--- config.mk ---
export PLATFORM = sky130hd
export DESIGN_NAME = haze_frame_sequencer
export DESIGN_NICKNAME = d
export VERILOG_FILES = /design/src/rtl/haze_frame_sequencer.sv
export SDC_FILE = /design/constraint.sdc
export NUM_CORES = 1
export LEC_CHECK = 0
export ABC_AREA = 0
export CAP_MARGIN = 30
export CORE_MARGIN = 2
export CORE_UTILIZATION = 43
export DETAILED_ROUTE_END_ITERATION = 16
export GPL_TIMING_DRIVEN = 1
export PLACE_DENSITY = 0.83
export RECOVER_POWER = 50
export SLEW_MARGIN = 10
export SYNTH_ARGS = -nofsm -noshare
export SYNTH_HDL_FRONTEND = slang
export SYNTH_SLANG_ARGS = --single-unit
--- constraint.sdc ---
create_clock -name i_clk -period 3.8 [get_ports i_clk]
set_clock_uncertainty 0.05 [all_clocks]
set_input_delay 0.38 -clock i_clk [delete_from_list [all_inputs] [get_ports i_clk]]
set_output_delay 0.38 -clock i_clk [all_outputs]
set_load 0.05 [all_outputs]
--- src/rtl/haze_frame_sequencer.sv ---
// ---------------------------------------------------------------------------
// haze_frame_sequencer
//   Two-pass frame controller for the dehaze pipeline.
//   Pass 1 streams every frame-buffer address in raster order into the
//   atmospheric light estimator (ALE). It then waits for the ALE done flag
//   plus its output latency, and latches A and 1/A. Pass 2 re-streams the
//   frame to the recovery stage under dh_ready backpressure, with the
//   latched A held constant.
//
// Ports
//   i_clk          clock
//   i_rst          asynchronous active-low reset
//   i_start        frame start request (sampled in IDLE only)
//   i_abort        return to IDLE from any busy state
//   o_rd_en        frame buffer read enable
//   o_rd_addr      raster read address
//   o_ale_rst      one-cycle active-high reset pulse to the ALE
//   o_ale_valid    pass-1 rd_en delayed RD_LAT cycles
//   i_ale_done     ALE all-pixels-processed flag
//   i_ale_a_*      ALE atmospheric light (8b per channel)
//   i_ale_inv_*    ALE reciprocals, Q0.14
//   o_a_*          latched atmospheric light
//   o_inv_a_*      latched reciprocals
//   i_dh_ready     recovery stage can accept an issue this cycle
//   o_dh_valid     pass-2 rd_en delayed RD_LAT cycles
//   o_busy         high in every state except IDLE
//   o_pass2        high in DEHAZE and DH_DRAIN
//   o_frame_done   one-cycle pulse at frame completion
//   o_ale_err      sticky ALE timeout flag, cleared on accepted start
// ---------------------------------------------------------------------------
module haze_frame_sequencer #(
    parameter int IMG_W   = 512,
    parameter int IMG_H   = 512,
    parameter int ADDR_W  = 18,
    parameter int RD_LAT  = 1,
    parameter int ALE_LAT = 2,
    parameter int TIMEOUT = 16
) (
    input  logic              i_clk,
    input  logic              i_rst,
    input  logic              i_start,
    input  logic              i_abort,
    output logic              o_rd_en,
    output logic [ADDR_W-1:0] o_rd_addr,
    output logic              o_ale_rst,
    output logic              o_ale_valid,
    input  logic              i_ale_done,
    input  logic [7:0]        i_ale_a_r,
    input  logic [7:0]        i_ale_a_g,
    input  logic [7:0]        i_ale_a_b,
    input  logic [13:0]       i_ale_inv_r,
    input  logic [13:0]       i_ale_inv_g,
    input  logic [13:0]       i_ale_inv_b,
    output logic [7:0]        o_a_r,
    output logic [7:0]        o_a_g,
    output logic [7:0]        o_a_b,
    output logic [13:0]       o_inv_a_r,
    output logic [13:0]       o_inv_a_g,
    output logic [13:0]       o_inv_a_b,
    input  logic              i_dh_ready,
    output logic              o_dh_valid,
    output logic              o_busy,
    output logic              o_pass2,
    output logic              o_frame_done,
    output logic              o_ale_err
);

    localparam logic [ADDR_W-1:0] LAST_ADDR = ADDR_W'(IMG_W * IMG_H - 1);
    localparam int TW   = $clog2(TIMEOUT + 1);
    localparam int MAXL = (ALE_LAT > RD_LAT) ? ALE_LAT : RD_LAT;
    localparam int DW   = $clog2(MAXL + 1);

    typedef enum logic [2:0] {
        S_IDLE,
        S_ALE_PASS,
        S_ALE_WAIT,
        S_ALE_DRAIN,
        S_DEHAZE,
        S_DH_DRAIN
    } state_t;

    state_t              r_state;
    logic [ADDR_W-1:0]   r_addr;
    logic [TW-1:0]       r_tcnt;
    logic [DW-1:0]       r_dcnt;
    logic                r_ale_rst;
    logic                r_frame_done;
    logic                r_ale_err;
    logic [7:0]          r_a_r, r_a_g, r_a_b;
    logic [13:0]         r_inv_r, r_inv_g, r_inv_b;
    logic [RD_LAT-1:0]   r_ale_pipe;
    logic [RD_LAT-1:0]   r_dh_pipe;

    logic w_abort;
    logic w_issue;
    logic w_last;

    // abort only has meaning while busy; in IDLE a concurrent start wins
    assign w_abort = i_abort && (r_state != S_IDLE);
    // Read issue is combinational so pass-2 reads follow dh_ready in the
    // same cycle and an abort suppresses the read it coincides with.
    assign w_issue = !w_abort &&
                     ((r_state == S_ALE_PASS) ||
                      ((r_state == S_DEHAZE) && i_dh_ready));
    assign w_last  = (r_addr == LAST_ADDR);

    always_ff @(posedge i_clk or negedge i_rst) begin
        if (!i_rst) begin
            r_state      <= S_IDLE;
            r_addr       <= '0;
            r_tcnt       <= '0;
            r_dcnt       <= '0;
            r_ale_rst    <= 1'b0;
            r_frame_done <= 1'b0;
            r_ale_err    <= 1'b0;
            r_a_r        <= '0;
            r_a_g        <= '0;
            r_a_b        <= '0;
            r_inv_r      <= '0;
            r_inv_g      <= '0;
            r_inv_b      <= '0;
        end else begin
            r_ale_rst    <= 1'b0;
            r_frame_done <= 1'b0;
            if (w_abort) begin
                r_state <= S_IDLE;
                r_addr  <= '0;
                r_tcnt  <= '0;
                r_dcnt  <= '0;
            end else begin
                case (r_state)
                    S_IDLE: begin
                        if (i_start) begin
                            r_ale_rst <= 1'b1;
                            r_ale_err <= 1'b0;
                            r_addr    <= '0;
                            r_state   <= S_ALE_PASS;
                        end
                    end
                    S_ALE_PASS: begin
                        if (w_last) begin
                            r_addr  <= '0;
                            r_tcnt  <= '0;
                            r_state <= S_ALE_WAIT;
                        end else begin
                            r_addr <= r_addr + ADDR_W'(1);
                        end
                    end
                    S_ALE_WAIT: begin
                        // The last-address cycle is the first of the TIMEOUT
                        // cycles, so ale_err lands exactly TIMEOUT cycles
                        // after that address was issued.
                        if (i_ale_done) begin
                            r_dcnt  <= '0;
                            r_state <= S_ALE_DRAIN;
                        end else if (r_tcnt == TW'(TIMEOUT - 2)) begin
                            r_ale_err <= 1'b1;
                            r_state   <= S_IDLE;
                        end else begin
                            r_tcnt <= r_tcnt + TW'(1);
                        end
                    end
                    S_ALE_DRAIN: begin
                        // Sample the estimator on the ALE_LAT-th cycle after
                        // done was first seen, when its outputs are final.
                        if (r_dcnt == DW'(ALE_LAT - 1)) begin
                            r_a_r   <= i_ale_a_r;
                            r_a_g   <= i_ale_a_g;
                            r_a_b   <= i_ale_a_b;
                            r_inv_r <= i_ale_inv_r;
                            r_inv_g <= i_ale_inv_g;
                            r_inv_b <= i_ale_inv_b;
                            r_dcnt  <= '0;
                            r_state <= S_DEHAZE;
                        end else begin
                            r_dcnt <= r_dcnt + DW'(1);
                        end
                    end
                    S_DEHAZE: begin
                        if (w_issue) begin
                            if (w_last) begin
                                r_addr  <= '0;
                                r_dcnt  <= '0;
                                r_state <= S_DH_DRAIN;
                            end else begin
                                r_addr <= r_addr + ADDR_W'(1);
                            end
                        end
                    end
                    S_DH_DRAIN: begin
                        // frame_done follows the final dh_valid by one cycle
                        if (r_dcnt == DW'(RD_LAT - 1)) begin
                            r_frame_done <= 1'b1;
                            r_dcnt       <= '0;
                            r_state      <= S_IDLE;
                        end else begin
                            r_dcnt <= r_dcnt + DW'(1);
                        end
                    end
                    default: r_state <= S_IDLE;
                endcase
            end
        end
    end

    // Valid delay lines, one per pass; abort flushes anything in flight.
    always_ff @(posedge i_clk or negedge i_rst) begin
        if (!i_rst) begin
            r_ale_pipe <= '0;
            r_dh_pipe  <= '0;
        end else if (w_abort) begin
            r_ale_pipe <= '0;
            r_dh_pipe  <= '0;
        end else begin
            r_ale_pipe[0] <= w_issue && (r_state == S_ALE_PASS);
            r_dh_pipe[0]  <= w_issue && (r_state == S_DEHAZE);
            for (int i = 1; i < RD_LAT; i++) begin
                r_ale_pipe[i] <= r_ale_pipe[i-1];
                r_dh_pipe[i]  <= r_dh_pipe[i-1];
            end
        end
    end

    assign o_rd_en      = w_issue;
    assign o_rd_addr    = r_addr;
    assign o_ale_rst    = r_ale_rst;
    assign o_ale_valid  = r_ale_pipe[RD_LAT-1];
    assign o_dh_valid   = r_dh_pipe[RD_LAT-1];
    assign o_busy       = (r_state != S_IDLE);
    assign o_pass2      = (r_state == S_DEHAZE) || (r_state == S_DH_DRAIN);
    assign o_frame_done = r_frame_done;
    assign o_ale_err    = r_ale_err;
    assign o_a_r        = r_a_r;
    assign o_a_g        = r_a_g;
    assign o_a_b        = r_a_b;
    assign o_inv_a_r    = r_inv_r;
    assign o_inv_a_g    = r_inv_g;
    assign o_inv_a_b    = r_inv_b;

endmodule

# After elaboration in Yosys (flattened, before gate mapping)
# Cells that the tools add are included.
dict set report totals {
  regBits 99
  latchBits 0
  mem_bits_rw 0
  mem_bits_ro 0
  wordCells 100
  mem_count 0
}
dict set report op_classes {
  n_addsub 3
  multipliers 0
  div_mod_pow 0
  magnitude_cmp 0
  eq_ne 21
  shifts 0
  n_mux 39
  bitwise 1
  reduce_logical 21
}
# op n
set ops {}
lappend ops {{18-bit two-way mux} 4}
lappend ops {{18-bit one-hot mux with 3 select lines} 1}
lappend ops {{3-bit two-way mux} 9}
lappend ops {{3-bit inequality test, second input constant} 9}
lappend ops {{5-bit two-way mux} 4}
lappend ops {{18-bit by 1-bit adder with 18-bit output, second input constant} 1}
lappend ops {{18-bit == test, second input constant} 1}
lappend ops {{3-bit one-hot mux with 6 select lines} 1}
lappend ops {{2-bit two-way mux} 6}
lappend ops {{1-bit two-way mux} 11}
lappend ops {{5-bit one-hot mux with 2 select lines} 1}
lappend ops {{2-bit one-hot mux with 4 select lines} 1}
lappend ops {{4-bit AND reduction} 2}
lappend ops {{7-bit AND reduction} 1}
lappend ops {{3-bit by 2-bit == test with 1-bit output, second input constant} 2}
lappend ops {{3-bit == test, second input constant} 2}
lappend ops {{2-bit inequality test, second input constant} 3}
lappend ops {{3-bit AND reduction} 2}
lappend ops {{3-bit nonzero test} 2}
lappend ops {{5-bit by 1-bit adder with 5-bit output, second input constant} 1}
lappend ops {{5-bit by 4-bit == test with 1-bit output, second input constant} 1}
lappend ops {{1-bit logical AND} 5}
lappend ops {{5-bit AND reduction} 1}
lappend ops {{5-bit nonzero test} 1}
lappend ops {{other kinds (12)} 13}

# Longest topological paths before layout
dict set report depth {
  depth_word 7
  mapped_depth 7
}

# Worst setup path after synthesis
# Ideal clock, no wire load.
dict set report synth_path {
  kind {register to register}
  start {reg r_addr[0], in the netlist o_rd_addr[0]}
  end {reg r_state[0]}
  setup_ns 0.128
  t_arrival_ns 2.180
  t_required_ns 3.622
  path_slack_ns 1.443
  stages_incl_launch_ff 7
  n_path_buf 0
  path_cell_list {dfrtp_1 ha_1 nand3_4 nor4_4 a21oi_2 a211oi_2 mux2_1}
}
dict set report synth_between {
  elab_chain_cells 3
  word_cells_on_any_way 4
  classes_between {eq/ne: 3; reduce/logical: 1}
}
# item line
set synth_rtl {}
lappend synth_rtl {{start, declared} 83} ;# logic [ADDR_W-1:0] r_addr;
lappend synth_rtl {{start signal, assigned} 146} ;# r_addr <= r_addr + ADDR_W'(1);
lappend synth_rtl {{start signal, assigned} 186} ;# r_addr <= r_addr + ADDR_W'(1);
lappend synth_rtl {{18-bit == test *} 105} ;# assign w_last = (r_addr == LAST_ADDR);
lappend synth_rtl {{3-bit inequality test (no line)} -}
lappend synth_rtl {{7-bit AND reduction (no line) *} -}
lappend synth_rtl {{end signal, assigned} 109} ;# r_state <= S_IDLE;
lappend synth_rtl {{end signal, assigned} 126} ;# r_state <= S_IDLE;
lappend synth_rtl {{end signal, assigned} 137} ;# r_state <= S_ALE_PASS;
lappend synth_rtl {{end, declared} 82} ;# state_t r_state;
# Every way passes the cells marked *; elsewhere a longest branch is shown, timed or not.
# A chain may end at the register's enable or synchronous reset.

# Worst setup path in the final report
dict set report layout_path {
  start {reg r_state[2]}
  end {out o_pass2}
}
dict set report layout_between {
  elab_chain_cells 2
  word_cells_on_any_way 3
  classes_between {eq/ne: 2; reduce/logical: 1}
}
# item line
set layout_rtl {}
lappend layout_rtl {{3-bit == test} 230} ;# assign o_pass2 = (r_state == S_DEHAZE) || (r_state == S_DH_DRAIN);
lappend layout_rtl {{1-bit logical OR *} 230}
lappend layout_rtl {{end, declared} 63} ;# output logic o_pass2,
# Marks and branches as above.

==> results.md <==
* Status: finished with violations
* Failing checks: max-capacitance violations, max-slew violations
* Pin count of the biggest net entering global routing at 72
* Total clock sinks at 99
* CP peak stage delay at 850 ps
* Global-route wire length before repair at 17700 um
* Distinct cell type count after synthesis at 50
* CP startpoint kind: flop
* Worst Path Required at 3370 ps
* Non-Filler Instances at 662
* Mux cell area share after synthesis at 17.8%
* Area contributors post-synth: dfrtp_1 56%, mux2_2 17%, a21oi_1 1.9%, a31oi_1 1.8%, ha_1 1.7%
* Register area at 2480 um^2
* Pwr dens at 683 nW/um^2
* Initial DRC Count at 120
* Fillcell total at 736
* Worst-margin pin slew at 1610 ps
* DR WL/cell at 17.4 um
* Largest area contributor in the netlist: dfrtp_1
* Diode count at 0
* RSZ-0062 raised after global routing: false
* Avg Cell Area, Syn at 12.3 um^2
* TritonCTS buffer count at 9
* CTS tree: yes
* FFs w/ async S/R, synth at 100%
* Clk slew on worst S/H paths at 100 ps
* Synth top area share at 56.2%
* Fin crit share at 70.4%
* Max Cap Violations at 1
* R2r startpoint: o_rd_addr[0]
* Worst hold path class: primary input to async pin
* Largest family of logic cells by synthesized area: multiplexers
* Seq/Total Area, Yosys at 56.2%
* Cells after Synth at 358
* Placed cell area at 6160 um^2
* WL final at 11500 um
* Crit Path Category: flop to primary output
* Die area at 11100 um^2
* Synth Flop Type: dfrtp_1
* Final worst setup slack at 1120 ps
* Hold Fails Final Rpt at 0
* Complex-gate fraction of the synthesized area at 10.8%
* Initial Util at 44.7%
* Post-Syn Area at 4410 um^2
* Row count at 36
* CP max stage cell: clkdlybuf4s50_1
* Pre-CTS setup slack at 1240 ps
* Remaining DRCs at 0
* Placed cells at 644
* Layout cell share with drive strength beyond 1 at 18.3%
* Max IR drop VDD at 0.000409 V
* CTS root buf: clkbuf_8
* Total GRT Usage at 20.3%
* Routed Antenna Nets at 0
* Detailed placer's ending HPWL at 8610 um
* H-Tree Depth at 3
* Post-synth EDFFs at 0
* Max-slew violations at 67
* Via count at 3518
* Critical Path AT at 2250 ps
* Most frequent cell after synthesis: dfrtp_1
* Hold Slack at 346 ps
* Crit-path leading delay family: buffers and inverters
* Area occupied by multi-input gates at 1800 um^2
* Slew headroom at -7.42%
* Flops & latches, synth at 99
* Crit. End Element: primary output
* Port Buffer Count at 163
* Post-route cell area at 6400 um^2
* Buf+Inv Stages, Crit Path at 2
* DR vias/cell at 5.31
* TritonRoute pass-1 iters at 4
* Routability congestion estimate at 0.947
* Final setup violation count at 0
* Crit path launch: r_state[2]
* Worst-path cell chain: nand2b_1 -> inv_1 -> clkdlybuf4s50_1
* Simple-Gate Fraction of Synth Area at 10.4%
* Leak at 2.95 nW
* CP max FO at 14
* Sum Neg Setup Slack at 0 ps
* Number of antenna violations at the first check in global routing at 0
* Vias in the first global route at 3345
* Clk_lat worst skew at 360 ps
* Yosys warnings at 0
* Synth top cells by count: 99 x dfrtp_1, 66 x mux2_2, 19 x nand2_1, 19 x nor2_1, 17 x a21oi_1
* Die height at 105 um
* Max Root-Sink Buffers at 2
* Core box area at 9860 um^2
* PostCTS Resize Cnt at 0
* IO Count at 164
* Final #Nets at 602
* GR Overflow Total at 0
* Maximum clock frequency at 0.374 GHz
* Adder-cell area share of the yosys netlist at 1.70%
* Die X-Extent at 105 um
* XOR/XNOR Fraction of Synth Area at 0%
* Area Overhead vs Synth at 45.0%
* Syn Nets at 436
* Final Critical Period at 2680 ps
-- area by class of cell --
class / count / share of cell area, %
Inverter: 13 / 0.763
Tap cell: 133 / 2.60
Clock inverter: 5 / 1.35
Sequential cell: 99 / 38.7
Clock buffer: 11 / 2.21
Multi-Input combinational cell: 232 / 28.1
Timing Repair Buffer: 169 / 26.2
-- power by group --
part	internal (mW)	switching, mW	leakage (nW)
sequential	1.32	0.173	1.37
clock	0.393	0.365	0.114
combinational	0.735	1.38	1.47
-- sequential cells by signal (all words and copies together) (netlist names), 5 cells and up --
signal / count
o_a_b: 8
o_a_g: 8
o_a_r: 8
o_inv_a_b: 14
o_inv_a_g: 14
o_inv_a_r: 14
o_rd_addr: 18
r_tcnt: 5
-- routing by layer --
metal	wire, um	up-vias	global-route usage, %
li1	-	1641	-
met1	4840	1717	26.2
met2	5590	142	33.3
met3	857	18	5.38
met4	210	0	6.95
met5	0	-	0
-- per-stage QoR --
step                      power, mW  util [%]
after floorplan                2.91         -
after global routing           4.56      64.9
final                          4.37      64.9
after detailed placement       3.70      62.5
after CTS                      4.46      64.8
after global placement         3.65      62.5
-- logic make-up (layout without fill, tap and decap cells) --
family,count (synthesis),in the layout
flip-flops,99,99
AO/OA/AOI/OAI,71,71
multiplexers,70,70
buffers and inverters,27,198
adder cells (fa/ha/maj),6,6
AND/OR/NAND/NOR,85,85
-- cells in the final DEF, fill, tap and decap left out, types with 3 or more instances in the layout --
master | Yosys | layout
nand2b_1 | 7 | 7
inv_1 | 13 | 13
ha_1 | 6 | 6
a21oi_1 | 17 | 17
clkbuf_1 | 1 | 3
clkbuf_8 | 0 | 10
nand3_1 | 10 | 10
clkdlybuf4s50_1 | 0 | 121
clkinv_4 | 0 | 3
dlygate4sd3_1 | 0 | 42
nor3_1 | 5 | 5
and3_1 | 5 | 4
nand2_1 | 19 | 19
nor2_1 | 19 | 19
mux2_2 | 66 | 66
a31oi_1 | 13 | 13
dfrtp_1 | 99 | 99
o2bb2ai_1 | 4 | 4
nor2b_1 | 5 | 5
o21ai_0 | 12 | 12
a41oi_1 | 4 | 4
-- final timing paths --
check | to | slack, ps | cells past startpoint
max | o_pass2 | 1120 | 3
min | o_inv_a_b[2] | 350 | 2
max reg2reg | r_state[0] | 1440 | 6
min reg2reg | o_inv_a_b[0] | 450 | 1
max in group asynchronous | o_rd_addr[17] | 1260 | 4
min in group i_clk | o_inv_a_b[0] | 450 | 1
-- worst register-to-register path: cells and delay by family, from the launching register on --
family                     cells  cell delay (ps)
AOI/OAI and AO/OA              2              520
muxes                          1              330
adders and majority gates      1              300
DFF                            1              470
and+or+nand+nor                2              590
-- what timing repair did --
action | CTS | global route
hold buffers | 0 | 1
hold endpoints to repair | 0 | 5
buffers inserted | 0 | 0
No activity file was read; power rests on OpenSTA's default activity.
